File: config.mk
export PLATFORM = sky130hd
export DESIGN_NAME = spi_paint_master
export DESIGN_NICKNAME = d
export VERILOG_FILES = /design/src/rtl/paint_pkg.sv /design/src/rtl/spi_sck_tick.sv /design/src/rtl/spi_paint_master.sv
export SDC_FILE = /design/constraint.sdc
export NUM_CORES = 1
export LEC_CHECK = 0
export ABC_AREA = 1
export CAP_MARGIN = 20
export CORE_MARGIN = 1.5
export CORE_UTILIZATION = 49
export DETAILED_ROUTE_END_ITERATION = 12
export PLACE_DENSITY = 0.79
export SLEW_MARGIN = 20
export SYNTH_ARGS = -nofsm -noshare
export SYNTH_HDL_FRONTEND = slang
export SYNTH_SLANG_ARGS = --single-unit
File: constraint.sdc
create_clock -name clk -period 1.74 [get_ports clk]
set_clock_uncertainty 0.05 [all_clocks]
set_input_delay 0.261 -clock clk [delete_from_list [all_inputs] [get_ports clk]]
set_output_delay 0.261 -clock clk [all_outputs]
set_load 0.05 [all_outputs]
File: src/rtl/paint_pkg.sv
// Shared paint-link definitions: canvas limits, command bundle,
// SPI frame packing and the SPI transmit state encoding.
package paint_pkg;

   localparam logic [7:0] CANVAS_W     = 8'd160;
   localparam logic [6:0] CANVAS_H     = 7'd120;
   localparam int         CFG_FLAG_BIT = 7;

   typedef struct packed {
      logic       cfg;
      logic [7:0] x;
      logic [6:0] y;
      logic       brush;
      logic [2:0] color;
   } paint_cmd_t;

   typedef enum logic [2:0] {
      IDLE,
      SETUP,
      SHIFT,
      HOLD,
      GAP
   } spi_tx_state_t;

   // Frame is {packet1, packet2}; packet2 bit 7 marks a config command.
   function automatic logic [15:0] pack_frame(input paint_cmd_t c);
      logic [7:0] p1;
      logic [7:0] p2;
      if (c.cfg) begin
         p1 = {3'b000, c.brush, 1'b0, c.color};
         p2 = '0;
         p2[CFG_FLAG_BIT] = 1'b1;
      end else begin
         p1 = c.x;
         p2 = {1'b0, c.y};
      end
      return {p1, p2};
   endfunction

endpackage

File: src/rtl/spi_sck_tick.sv
// Half-period timer for the SPI master.
// Ports: clk, reset (async, active-high), en (count while high,
// cleared while low), tick (high on the last cycle of each half-period).
module spi_sck_tick #(
   parameter int CLK_DIV = 8
) (
   input  logic clk,
   input  logic reset,
   input  logic en,
   output logic tick
);

   localparam int            CW   = $clog2(CLK_DIV);
   localparam logic [CW-1:0] LAST = CW'(CLK_DIV - 1);

   logic [CW-1:0] cnt_q;

   always_ff @(posedge clk or posedge reset) begin
      if (reset) begin
         cnt_q <= '0;
      end else if (!en || cnt_q == LAST) begin
         cnt_q <= '0;
      end else begin
         cnt_q <= cnt_q + CW'(1);
      end
   end

   assign tick = en && (cnt_q == LAST);

endmodule

File: src/rtl/spi_paint_master.sv
// SPI mode-0 master that packs one draw/config command into a
// 16-bit frame and shifts it out MSB first on sck/sdo with cs low.
// Ports: clk, reset (async, active-high); req_valid/req_ready handshake
// with req_cfg, req_x, req_y, req_brush, req_color; sck, sdo, cs (active
// low) SPI pins; done pulses as cs rises, err pulses on a rejected draw.
module spi_paint_master
   import paint_pkg::*;
#(
   parameter int CLK_DIV = 8,
   parameter int CS_GAP  = 16
) (
   input  logic       clk,
   input  logic       reset,
   input  logic       req_valid,
   output logic       req_ready,
   input  logic       req_cfg,
   input  logic [7:0] req_x,
   input  logic [6:0] req_y,
   input  logic       req_brush,
   input  logic [2:0] req_color,
   output logic       sck,
   output logic       sdo,
   output logic       cs,
   output logic       done,
   output logic       err
);

   localparam int            GW       = $clog2(CS_GAP + 1);
   localparam logic [GW-1:0] GAP_LAST = GW'(CS_GAP - 1);

   spi_tx_state_t state_q, state_n;
   logic [4:0]    edges_q, edges_n;
   logic [GW-1:0] gap_q, gap_n;
   logic [15:0]   sh_q, sh_n;

   paint_cmd_t cmd;
   logic       accept;
   logic       legal;
   logic       tick;
   logic       tick_en;
   logic       busy_n;
   logic       sck_n;
   logic       sdo_n;
   logic       done_n;
   logic       err_n;

   always_comb begin
      cmd.cfg   = req_cfg;
      cmd.x     = req_x;
      cmd.y     = req_y;
      cmd.brush = req_brush;
      cmd.color = req_color;
   end

   // req_ready is only ever high in IDLE.
   assign accept  = req_valid && req_ready;
   assign legal   = cmd.cfg ||
                    ((cmd.x < CANVAS_W) && (cmd.y < CANVAS_H));
   assign tick_en = (state_q == SETUP) || (state_q == SHIFT) ||
                    (state_q == HOLD);

   spi_sck_tick #(
      .CLK_DIV (CLK_DIV)
   ) u_tick (
      .clk   (clk),
      .reset (reset),
      .en    (tick_en),
      .tick  (tick)
   );

   always_comb begin
      state_n = state_q;
      edges_n = edges_q;
      gap_n   = gap_q;
      sh_n    = sh_q;
      done_n  = 1'b0;
      err_n   = 1'b0;
      unique case (state_q)
         IDLE: begin
            if (accept) begin
               if (legal) begin
                  state_n = SETUP;
                  sh_n    = pack_frame(cmd);
                  edges_n = '0;
               end else begin
                  err_n = 1'b1;
               end
            end
         end
         SETUP: begin
            if (tick) state_n = SHIFT;
         end
         SHIFT: begin
            // Even half-periods are sck high; leaving one is a falling
            // edge where sdo advances. The last fall keeps bit 0.
            if (tick) begin
               if (edges_q == 5'd31) begin
                  state_n = HOLD;
               end else begin
                  edges_n = edges_q + 5'd1;
                  if (!edges_q[0] && edges_q != 5'd30)
                     sh_n = {sh_q[14:0], 1'b0};
               end
            end
         end
         HOLD: begin
            if (tick) begin
               state_n = GAP;
               gap_n   = '0;
               done_n  = 1'b1;
            end
         end
         GAP: begin
            if (gap_q == GAP_LAST) begin
               state_n = IDLE;
               gap_n   = '0;
            end else begin
               gap_n = gap_q + GW'(1);
            end
         end
         default: state_n = IDLE;
      endcase
      busy_n = (state_n == SETUP) || (state_n == SHIFT) ||
               (state_n == HOLD);
      sck_n  = (state_n == SHIFT) && !edges_n[0];
      sdo_n  = busy_n && sh_n[15];
   end

   always_ff @(posedge clk or posedge reset) begin
      if (reset) begin
         state_q   <= IDLE;
         edges_q   <= '0;
         gap_q     <= '0;
         sh_q      <= '0;
         req_ready <= 1'b0;
         cs        <= 1'b1;
         sck       <= 1'b0;
         sdo       <= 1'b0;
         done      <= 1'b0;
         err       <= 1'b0;
      end else begin
         state_q   <= state_n;
         edges_q   <= edges_n;
         gap_q     <= gap_n;
         sh_q      <= sh_n;
         req_ready <= (state_n == IDLE);
         cs        <= !busy_n;
         sck       <= sck_n;
         sdo       <= sdo_n;
         done      <= done_n;
         err       <= err_n;
      end
   end

endmodule

# Yosys cells after proc, flatten, opt, wreduce, memory -nomap -nowiden
# Cells that the tools add are included.
dict set report totals {
  out_inout_bits 6
  regBits 38
  wordCells 88
  in_bits 23
}
dict set report op_classes {
  muxes 30
  n_lt_le_gt_ge 2
  n_eq_ne 17
  add_sub_neg 3
  n_reduce_logical 23
}
# operator n
set op_table {}
lappend op_table {{16-bit 2-to-1 mux} 5}
lappend op_table {{16-bit one-hot mux with 2 select lines} 1}
lappend op_table {{5-bit 2-to-1 mux} 6}
lappend op_table {{3-bit 2-to-1 mux} 8}
lappend op_table {{5-bit one-hot mux with 2 select lines} 2}
lappend op_table {{8-bit 2-to-1 mux} 2}
lappend op_table {{3-bit one-hot mux with 5 select lines} 1}
lappend op_table {{3-bit by 2-bit == test with 1-bit output, second input constant} 4}
lappend op_table {{5-bit by 1-bit adder with 5-bit output, second input constant} 2}
lappend op_table {{2-bit != test, second input constant} 5}
lappend op_table {{8-bit less-than comparator, second input constant} 1}
lappend op_table {{7-bit less-than comparator, second input constant} 1}
lappend op_table {{3-bit by 1-bit == test with 1-bit output, second input constant} 2}
lappend op_table {{3-bit == test, second input constant} 2}
lappend op_table {{1-bit logical AND} 6}
lappend op_table {{3-bit zero test} 2}
lappend op_table {{1-bit logical OR} 6}
lappend op_table {{6-bit AND reduction} 1}
lappend op_table {{5-bit by 4-bit == test with 1-bit output, second input constant} 1}
lappend op_table {{5-bit == test, second input constant} 1}
lappend op_table {{1-bit 2-to-1 mux} 5}
lappend op_table {{5-bit != test, second input constant} 1}
lappend op_table {{5-bit AND reduction} 1}
lappend op_table {{1-bit zero test} 4}
lappend op_table {{4 further kinds} 5}

# Depth between registers and ports, before layout
# Gate-level depths: netlist of run 1.
dict set report logic_depth {
  word_depth 10
  depth_mapped 11
  mapped_depth_nobuf 11
}

# Cells and area by module
# From an unflattened synthesis of run 1, not the netlist that was laid out.
dict set report hier_totals {
  cells_unflattened 239
  hier_area_um2 1993.2
}
# module area_each_um2 instances seq_area_each_um2 cells_each
set by_module_without_submodules {}
lappend by_module_without_submodules {spi_paint_master 1853.0 1 877.1 224}
lappend by_module_without_submodules {spi_sck_tick 140.1 1 75.1 15}

# Least setup slack after synthesis of run 1
# OpenSTA, ideal clock, no wires.
dict set report synth_timing {
  path_kind {register to register}
  start {register edges_q[0]}
  end {register sh_q[7]}
  setup_ns 0.122
  required_ns 1.568
  setup_slack_ns -0.157
  arrival_ns 1.726
  stages_incl_launch_ff 12
  synth_period_minus_slack_ns 1.897
  n_path_buf 1
  path_cell_list {dfrtp_1 ha_1 inv_1 nor2_1 ha_1 inv_1 nand2_1 nand2_1 nand4_2 buf_6 nand2_2 nand3_2}
}
dict set report synth_via {
  elab_chain_len 4
  word_cells_on_any_way 7
  classes_between {eq/ne: 4; reduce/logical: 3}
}
# element line_no
set synth_lines {}
lappend synth_lines {{start, declared} spi_paint_master.sv:32} ;# logic [4:0] edges_q, edges_n;
lappend synth_lines {{start signal, assigned} spi_paint_master.sv:143} ;# edges_q <= edges_n;
lappend synth_lines {{5-bit != test / 1-bit zero test (equally long branches)} spi_paint_master.sv:101} ;# if (!edges_q[0] && edges_q != 5'd30)
lappend synth_lines {{1-bit logical AND} spi_paint_master.sv:101}
lappend synth_lines {{2-bit by 1-bit != test with 1-bit output (no line)} --}
lappend synth_lines {{6-bit AND reduction (no line) *} --}
lappend synth_lines {{end signal, assigned} spi_paint_master.sv:145} ;# sh_q <= sh_n;
lappend synth_lines {{end, declared} spi_paint_master.sv:34} ;# logic [15:0] sh_q, sh_n;
# Every way passes the cells marked *; elsewhere a longest branch is shown, timed or not.
# A chain may end at the register's enable or synchronous reset.

# Worst setup path after layout of run 1
dict set report layout_timing {
  start {register edges_q[0]}
  end {register sh_q[9]}
}
# The elaborated chain is that of the path after synthesis.

==> results of run 1 <==
[how the worst min path moves through the flow]
stage | from | endpoint | slack (ns) | depth (start not counted)
after global routing | reset | state_q[2]$_DFF_PP0_ | 0.29 | 3
after global placement | u_tick.cnt_q[0]$_DFF_PP0_ | u_tick.cnt_q[0]$_DFF_PP0_ | 0.37 | 1
after detailed placement | u_tick.cnt_q[0]$_DFF_PP0_ | u_tick.cnt_q[0]$_DFF_PP0_ | 0.38 | 1
after CTS | reset | gap_q[3]$_DFFE_PP0P_ | 0.26 | 3
final | reset | req_ready$_DFF_PP0_ | 0.25 | 3
after floorplan | req_y[0] | sh_q[0]$_DFFE_PP0P_ | 0.33 | 2
[sequential cells by signal, indices dropped and copies added (netlist names)]
signal and count:
cs 1, done 1, edges_q 5, err 1
gap_q 5, req_ready 1, sck 1, sdo 1
sh_q 16, state_q 3, u_tick.cnt_q 3
[cells in the final DEF (no fill, tap or decap), types with 3 or more instances in the layout]
cell type	count
a21oi_1	6
nand3_1	15
o21ai_1	8
inv_2	9
o21ai_0	5
nor2_1	33
nand2_1	42
nor2_4	5
inv_1	20
nor3_1	10
buf_4	36
clkbuf_8	5
dfrtp_1	36
nand3_2	11
clkdlybuf4s50_1	22
buf_6	4
nand2_2	27
nand2_4	3
[worst max-delay path, delay by kind of cell (launching register included)]
family | cells | cell delay (ns)
adders and majority gates | 2 | 0.34
DFF | 1 | 0.43
buffers and inverters | 4 | 0.39
and+or+nand+nor | 5 | 0.47
[per-layer routing]
layer | part of all wire (%) | track usage, % | vias to the layer above
li1 | - | - | 972
met1 | 47 | 31.8 | 961
met2 | 48 | 40.0 | 41
met3 | 4.1 | 6.74 | 6
met4 | 1.2 | 8.25 | 0
met5 | 0 | 0 | -
[kinds of logic (layout without fill, tap and decap cells)]
kind of cell	count (synthesis)	after routing	synth area share (%)
AND/OR/NAND/NOR	153	153	36.2
adder cells (fa/ha/maj)	6	6	3.59
AO/OA/AOI/OAI	27	27	7.49
XOR/XNOR	2	2	0.839
flip-flops	38	38	45.6
buffers and inverters	32	103	6.29
[stage by stage]
step                      total power (uW)  TNS (ns)  utilization, %
after detailed placement              1020    -0.505            66.4
after global placement                1010    -0.105            66.4
final                                 1920  -0.00337            74.5
after floorplan                        935         0               -
after global routing                  1970    -0.998            74.5
after CTS                             1930   -0.0288            72.1
[what timing repair did]
action                     CTS  global route
pin swaps                    0            13
setup endpoints to repair   17            23
gates resized for setup      9            33
gates cloned                 1             1
buffers inserted             5             0
[cell type report]
| class | count | area [sq um] |
|---|---|---|
| multi-input cells | 188 | 1150 |
| fillers | 285 | 1030 |
| flip-flops and latches | 38 | 953 |
| repair buffers | 65 | 601 |
| inverters | 30 | 115 |
| clock buffers | 5 | 68.8 |
| clock inverters | 3 | 68.8 |
| well taps | 50 | 62.6 |
[where the power goes]
part           total (uW)  switching (uW)  internal (uW)
clock network         919             345            575
logic                 116            50.8           64.9
registers             882               0            882
==> impl_metrics.ini, run 1 <==
[setup_path]
ff2ff_path_depth = 11
r2r_end = sh_q[9]$_DFFE_PP0P_
cp_max_fo = 5
timing.rr.start = edges_q[0]$_DFF_PP0_
cp_cell_sequence = ha_4 -> inv_2 -> nor2_2 -> ha_2 -> inv_2 -> buf_6 -> nand3_4 -> nor3_4 -> buf_6 -> nand2_2 -> nand3_2
crit_path_start_kind = register
reg2reg_setup_slack_ns = -0.002
crit_start = edges_q[0]$_DFF_PP0_
cp_slowest_cell = dfrtp_2
cp.required_ns = 1.93
cp.arrival_ns = 1.93
cpPeakStageDelay_ns = 0.43
path_class = register to register
worst_setup_path_endpoint = sh_q[9]$_DFFE_PP0P_
endpoint_kind = register

[status]
run_status = finished, violations left
violations = negative setup slack

[clock_network]
h-tree-depth = 2
cts_tree = yes
cts_hold_buf = 0
clkSlewWorstSetupHoldPaths_ns = 0.08
clk_path_buf_depth = 2
cts_inserted_buffers = 5
clock_sinks = 38
root_buffer = clkbuf_8
clk_latency_ns = 0.30

[min_path]
hp-class = input pin to async pin

[place]
place.gp.congestion = 0.859
port_buffers = 28
place_ws_ns = -0.0521
place_inst = 366
placed_area_sq_um = 2690
hpwl_microns = 3440

[sta]
period_minus_slack_ns = 1.74
period_share_pct = 100
hold_ws_ns = 0.248
worst_slack_ns = -0.00180
tightest_slew_ns = 0.272
finalMaxSlewViolations = 0
slew_headroom_pct = 81.9
fmaxAchievable_mhz = 574
rsz0062_at_grt = yes
setup_viol = 2
hold_violations = 0

[routing]
first_pass_iters = 4
drt-wirelength-per-cell_microns = 13.8
drtAntennaViolNets = 0
avgViaCountPerCell = 5.22
totalWireLength_microns = 5240
vias = 1980
first_iter_violations = 116
post-route-drc-count = 0

[finish]
area_growth_pct = 44.8
num_antenna_cells = 0
drive_above_1_share_pct = 37.4
fin_nets = 357
instances_no_fill = 379
fin_area_sq_um = 3020

[pwr]
powerDensity_nw_per_um2 = 634
ir_drop_v = 0.000560
power.leakage_uw = 0.00144

[yosys]
syn_nets = 287
synthTopCellsByArea = dfrtp_1 (44%), nand2_1 (9.7%), nor2_1 (6.5%)
ys.flop_type = dfrtp_1
ys_ff_latch = 38
synthCells = 258
avgSynthCellArea_sq_um = 8.09
synthTopCellsByCount = nand2_1 (54), dfrtp_1 (37), nor2_1 (36)
synth.distinct_cells = 29
async_flop_share_pct = 100
synth_edf_count = 0
syn-cell-area_sq_um = 2090
synth_top_area_share_pct = 44.3
synth_most_common_cell = nand2_1
yosysWarnings = 0
synth_seq_area_share_pct = 45.6
yosysTopAreaCell = dfrtp_1

[global_route]
grt_usage_pct = 24.7
grt_antenna_before_repair = 0
overflow = 0
grt_pass1_wl_microns = 8420
grt_pass1_vias = 1897
grt_max_degree = 39

[die]
coreArea_sq_um = 4060
die_y_microns = 68.3
die_x_microns = 68.3
io_pins = 29
rows = 23
start_util_pct = 51.5
dieArea_sq_um = 4660

[flow_run]
cap_violations = 0
(Power assumes the default switching activity.)
==> run 2, diff against run 1 <==
Settings changed: ABC_AREA 1 to 0, CORE_UTILIZATION 49 to 48, PLACE_DENSITY 0.79 to 0.78.
==> impl_metrics.ini, run 2 <==
[die]
rows = 22
coreArea_sq_um = 3690
die_x_microns = 65.1
io_pins = 29
dieArea_sq_um = 4240
die_y_microns = 65.1
start_util_pct = 50.2

[routing]
drtAntennaViolNets = 0
avgViaCountPerCell = 5.74
post-route-drc-count = 0
vias = 1671
drt-wirelength-per-cell_microns = 17.7
totalWireLength_microns = 5160
first_iter_violations = 80
first_pass_iters = 4

[finish]
regMostFlops = sh_q
fillers = 240
layout_commonest_cell = buf_4
final_cell_mix = buf_4 (44), dfrtp_1 (37), clkdlybuf4s50_1 (22)
fin_nets = 271
num_antenna_cells = 0
area_growth_pct = 52.0
largest_register_ff_count = 16
fin_util_pct = 76.3
drive_above_1_share_pct = 39.1
largestRegisters = sh_q (16), edges_q (5), gap_q (5)

[sta]
fmaxAchievable_mhz = 514
finalMaxSlewViolations = 0
period_minus_slack_ns = 1.94
slew_headroom_pct = 71.7
period_share_pct = 112
worst_slack_ns = -0.205
hold_violations = 0
rsz0062_at_grt = yes
setup_viol = 23
tightest_slew_ns = 0.423

[status]
run_status = finished, violations left
violations = negative setup slack

[setup_path]
crit_start = edges_q[1]$_DFFE_PP0P_
path_class = register to register
cp.arrival_ns = 2.12
reg2reg_setup_slack_ns = -0.20
r2r_end = sh_q[11]$_DFFE_PP0P_
worst_setup_path_endpoint = sh_q[11]$_DFFE_PP0P_
crit_path_start_kind = register
cp.required_ns = 1.92
ff2ff_path_depth = 8
endpoint_kind = register
cp_max_fo = 6
timing.rr.start = edges_q[1]$_DFFE_PP0P_

[yosys]
synth_most_common_cell = dfrtp_1
synthCells = 168
async_flop_share_pct = 100
synth_seq_area_share_pct = 51.4
ys.flop_type = dfrtp_1
synth.distinct_cells = 45
yosysWarnings = 0
syn-cell-area_sq_um = 1850
synthTopCellsByArea = dfrtp_1 (50%), a221o_1 (7.0%), and2_1 (4.1%)
synthTopCellsByCount = dfrtp_1 (37), a221o_1 (13), nor2_1 (13)
synth_top_area_share_pct = 50.0
synth_edf_count = 0
avgSynthCellArea_sq_um = 11.0
syn_nets = 197
ys_ff_latch = 38
yosysTopAreaCell = dfrtp_1

[flow_run]
cap_violations = 0

[clock_network]
clk_latency_ns = 0.29
cts_inserted_buffers = 5
h-tree-depth = 2
clock_sinks = 38
cts_tree = yes
clkSlewWorstSetupHoldPaths_ns = 0.08
cts_hold_buf = 0
clk_path_buf_depth = 2
root_buffer = clkbuf_8

[global_route]
grt_pass1_wl_microns = 8050
grt_usage_pct = 25.1
overflow = 0
grt_pass1_vias = 1670
grt_antenna_before_repair = 0
grt_max_degree = 39

[min_path]
hp-class = input pin to async pin

[pwr]
powerDensity_nw_per_um2 = 580
power.leakage_uw = 0.00129
ir_drop_v = 0.000472

[place]
place_ws_ns = -0.438
place.gp.congestion = 0.831
hpwl_microns = 3210
port_buffers = 28
## run 2: how the worst min path moves through the flow
| stage | from | end | slack, ns | cells after the start |
|---|---|---|---|---|
| floorplan | req_x[3] | sh_q[11]$_DFFE_PP0P_ | 0.36 | 1 |
| global placement | u_tick.cnt_q[0]$_DFF_PP0_ | u_tick.cnt_q[0]$_DFF_PP0_ | 0.38 | 1 |
| detailed placement | sh_q[0]$_DFFE_PP0P_ | sh_q[0]$_DFFE_PP0P_ | 0.42 | 1 |
| CTS | reset | u_tick.cnt_q[2]$_DFF_PP0_ | 0.28 | 3 |
| global route | reset | sdo$_DFF_PP0_ | 0.31 | 3 |
| finish | reset | sdo$_DFF_PP0_ | 0.27 | 3 |
## run 2: timing repair
action	CTS	global route
gates cloned	1	0
pin swaps	10	10
resized for setup	22	16
setup endpoints to repair	25	26
setup buffers	3	7
## run 2: critical path: stages, from the launching register on
cell and delay, ns:
dfrtp_1 0.40, ha_2 0.19, and3_4 0.18, ha_4 0.17
or3_4 0.35, nor2_4 0.14, buf_6 0.14, and2_4 0.14
a221o_1 0.13
## run 2: logic make-up (layout without fill, tap and decap cells)
family | Yosys count | in the layout | share of synthesized area, %
adders and majority gates | 6 | 6 | 4.05
buffers and inverters | 11 | 85 | 3.31
muxes | 4 | 4 | 2.16
DFF | 38 | 38 | 51.4
AOI/OAI and AO/OA | 44 | 44 | 19.5
xor gates and xnor gates | 3 | 3 | 1.42
and+or+nand+nor | 62 | 63 | 18.2
## run 2: area by class of cell
type	count	area [sq um]	area share [%]
multi-input combinational	120	1050	37.5
sequential	38	952	33.8
timing repair buffer	73	638	22.7
clock buffer	6	82.6	2.93
tap	48	60.1	2.13
inverter	4	15.0	0.533
clock inverter	2	12.5	0.444
## run 2: layer usage
| layer | global-route usage (%) | vias up | share of wire (%) |
|---|---|---|---|
| met4 | 10.4 | 0 | 2.5 |
| met3 | 5.99 | 12 | 4.8 |
| met1 | 32.2 | 832 | 40 |
| li1 | - | 773 | - |
| met5 | 0 | - | 0 |
| met2 | 40.9 | 54 | 52 |
## run 2: where the power goes
| part | total, uW | leakage, uW | switching [uW] | internal [uW] |
|---|---|---|---|---|
| clock | 635 | 0.0000472 | 317 | 318 |
| sequential | 883 | 0.000503 | 0 | 883 |
| combinational | 115 | 0.000744 | 47.4 | 67.8 |
## run 2: per-stage QoR
stage	std cells	power [uW]	TNS [ns]	instance area, sq um	hold WS (ns)
global route	291	1690	-4.51	2820	0.309
CTS	284	1640	-2.79	2690	0.282
global placement	272	1000	-7.11	2460	0.382
detailed placement	272	1010	-8.11	2460	0.422
floorplan	168	932	-1.90	1920	0.356
finish	291	1630	-3.12	2820	0.273
==> variant, RTL diff (flow settings as in run 1) <==
The 5 states of `spi_tx_state_t` get a one-hot encoding in 5 bits.
--- a/src/rtl/paint_pkg.sv
+++ b/src/rtl/paint_pkg.sv
@@ -15,10 +15,10 @@
    } paint_cmd_t;
 
-   typedef enum logic [2:0] {
-      IDLE,
-      SETUP,
-      SHIFT,
-      HOLD,
-      GAP
+   typedef enum logic [4:0] {
+      IDLE  = 5'b00001,
+      SETUP = 5'b00010,
+      SHIFT = 5'b00100,
+      HOLD  = 5'b01000,
+      GAP   = 5'b10000
    } spi_tx_state_t;
 
Check against the original RTL: same outputs for any inputs over 10 cycles, from zero or initial values and one cycle with reset high; not proved beyond that.
==> variant against run 1 <==
  * The flow still finishes with violations (setup timing)
  * Non-clock buffer count rose by 5
  * First-iteration DRC count rose by 70%
  * Cell area rose by 4.7%
  * Sequential share of layout area rose by 0.21 points
  * Synthesized area rose by 11%
  * Sequential cell count rose by 2
  * Synthesized cell count rose by 9.7%
  * Global-route usage fell by 3.4 points
  * Wire length rose by 6.8%
  * Core utilization fell by 3.3 points
  * Setup slack got worse by 0.12 ns
  * Largest cell class unchanged
Power is not compared: it rests on default switching activity, and its combinational part moved more than twofold at a synthesized area within 25%.
==> variant: results (changes against run 1) <==
| Quantity | Value | Unit | Change |
| --- | --- | --- | --- |
| Worst-skew pair later-pin latency | 0.30 | ns | about the same |
| Fill cell total of the finished layout | 340 | - | was 285 |
| Launching element of the worst setup path | edges_q[1] | - | was edges_q[0] |
| Aggregate negative setup slack | -1.34 | ns | was -0.00337 ns |
| Via count of the first global-routing pass | 1,973 | - | was 1,897 |
| Signal arrival time at the worst endpoint | 2.04 | ns | was 1.93 ns |
| Layout cells sized above 1 | 0.307 | - | was 0.374 |
| Violated checks | setup timing | - | unchanged |
| Number of distinct standard cells referenced by the synthesized netlist | 34 | - | was 29 |
| Cts bufs inserted | 5 | - | unchanged |
| Iteration-0 DRC Markers | 197 | - | was 116 |
| Share of synthesized flip-flops with an asynchronous set or reset | 1.00 | - | unchanged |
| Number of flip-flops under the largest register name | 16 | - | unchanged |
| Slew of the pin with the lowest slew margin | 0.426 | ns | was 0.272 ns |
| Longest Clk Path Bufs | 2 | - | unchanged |
| Slowest stage delay, CP | 0.39 | ns | was 0.43 ns |
| Number of antenna violations at the first check in global routing | 0 | - | unchanged |
| Classification of the worst-slack hold path | in2async | - | unchanged |
| Most frequently used flop master after synthesis | dfrtp_1 | - | unchanged |
| Clock-pin slew of the registers on the worst-case setup and hold paths | 0.08 | ns | about the same |
| Final WL | 5590 | um | was 5240 um |
| Worst Setup Slack post-DPL | -0.254 | ns | was -0.0521 ns |
| Ranking of synthesized cells by area | dfrtp_1 41%, nand2_1 11%, inv_1 7.6% | - | was dfrtp_1 44%, nand2_1 9.7%, nor2_1 6.5% |
| Via-per-instance ratio | 5.14 | - | was 5.22 |
| Pin count of the biggest net entering global routing | 41 | - | was 39 |
| Slowest-stage cell, CP | dfrtp_1 | - | was dfrtp_2 |
| Final #Nets | 383 | - | was 357 |
| Global routing usage summed across all routing layers | 0.213 | - | was 0.247 |
| Final weighted congestion in routability-driven placement | 0.912 | - | was 0.859 |
| Finished Layout Cells | 407 | - | was 379 |
| Antenna Diode Count | 0 | - | unchanged |
| Final WS setup | -0.122 | ns | was -0.00180 ns |
| Final critical path time including I/O delays and setup | 1.86 | ns | was 1.74 ns |
| Setup-failing EPs final | 21 | - | was 2 |
| Switching Fraction | 0.387 | - |  |
| Syn Inst Count | 283 | - | was 258 |
| Max Fanout on Critical Path | 3 | - | was 5 |
| First-pass DRT Iterations | 6 | - | was 4 |
| Run status | finished, violations left | - | unchanged |
| Proportion of synthesized chip area in sequential cells | 0.433 | - | was 0.456 |
| Worst r2r src | edges_q[1] | - | was edges_q[0] |
| Mapped Nets | 312 | - | was 287 |
| Dpl hpwl | 3670 | um | was 3440 um |
| Cell total after placement | 385 | - | was 366 |
| Worst voltage drop across the vdd grid | 0.911 | mV |  |
| Register with the most flip-flops | sh_q | - | unchanged |
| Most common library cells after synthesis | 66 x nand2_1, 47 x inv_1, 38 x dfrtp_1 | - | was 54 x nand2_1, 37 x dfrtp_1, 36 x nor2_1 |
| Clock tree root buffer cell | clkbuf_8 | - | unchanged |
| Wire length of the first global-routing pass | 8650 | um | was 8420 um |
| Port Buffers | 28 | - | unchanged |
## variant: cell types whose count changed after synthesis, sizes merged, moves of 2 or more
cell and delta:
inv +20, nor2 -13, o21a +13, nor3 -11, o21ai +9, nand4 +6, buf +4, nand2 -2
nand3 -2
## variant: critical path, delay by kind of cell (launching register included)
family / cells / cell delay, ns
and+or+nand+nor: 5 / 0.61
adders and majority gates: 2 / 0.38
AOI/OAI and AO/OA: 1 / 0.13
DFF: 1 / 0.39
buffers and inverters: 3 / 0.24
## variant: timing repair
action | in CTS | in global routing
endpoints found under the setup margin | 22 | 28
gates cloned | 0 | 1
gates resized for setup | 10 | 23
setup buffers | 4 | 9
pin swaps | 2 | 14
hold buffers | 0 | 0
## variant: cell families after synthesis
logic type	Yosys count	synth area share
AO/OA/AOI/OAI	47	0.139
buffers and inverters	56	0.104
adder cells (fa/ha/maj)	6	0.0324
AND/OR/NAND/NOR	132	0.285
XOR/XNOR	2	0.00756
flip-flops	40	0.433
## variant: worst paths after layout
check	slack [ns]	end	cells past startpoint
hold / removal	0.28	sh_q[1]	3
setup / recovery	-0.12	edges_q[1]	11
hold reg to reg	0.39	u_tick.cnt_q[0]	1
setup reg to reg	-0.12	edges_q[1]	11
max in group asynchronous	1.11	cs	3
min in group clk	0.39	u_tick.cnt_q[0]	1
## variant: stage by stage
stage / hold slack (ns) / instance area [um^2] / total power, W
5_1_grt: 0.297 / 3170 / 0.00404
6_report: 0.276 / 3170 / 0.00376
3_5_place_dp: 0.381 / 2850 / 0.00290
3_3_place_gp: 0.376 / 2850 / 0.00284
2_1_floorplan: 0.356 / 2330 / 0.00250
4_1_cts: 0.287 / 2990 / 0.00351
## variant: power by group through the flow
stage	registers, W	logic (W)	clock network (W)
final	0.00135	0.00179	0.000614
after global routing	0.00138	0.00199	0.000661
after CTS	0.00135	0.00154	0.000618
after detailed placement	0.00136	0.00154	0
after global placement	0.00135	0.00149	0
after floorplan	0.00144	0.00106	0
## variant: cell type report
type	count	share of cell area
repair buffers	70	0.204
inverters	50	0.0601
clock inverters	2	0.00395
flip-flops and latches	40	0.317
clock buffers	6	0.0229
multi-input cells	187	0.371
well taps	52	0.0206
## variant: metal layers
layer	vias up	global-route usage	wire length, um
met3	15	0.0464	128
met5	-	0	0
met4	0	0.0818	148
met1	1003	0.280	2450
li1	1041	-	-
met2	32	0.344	2870
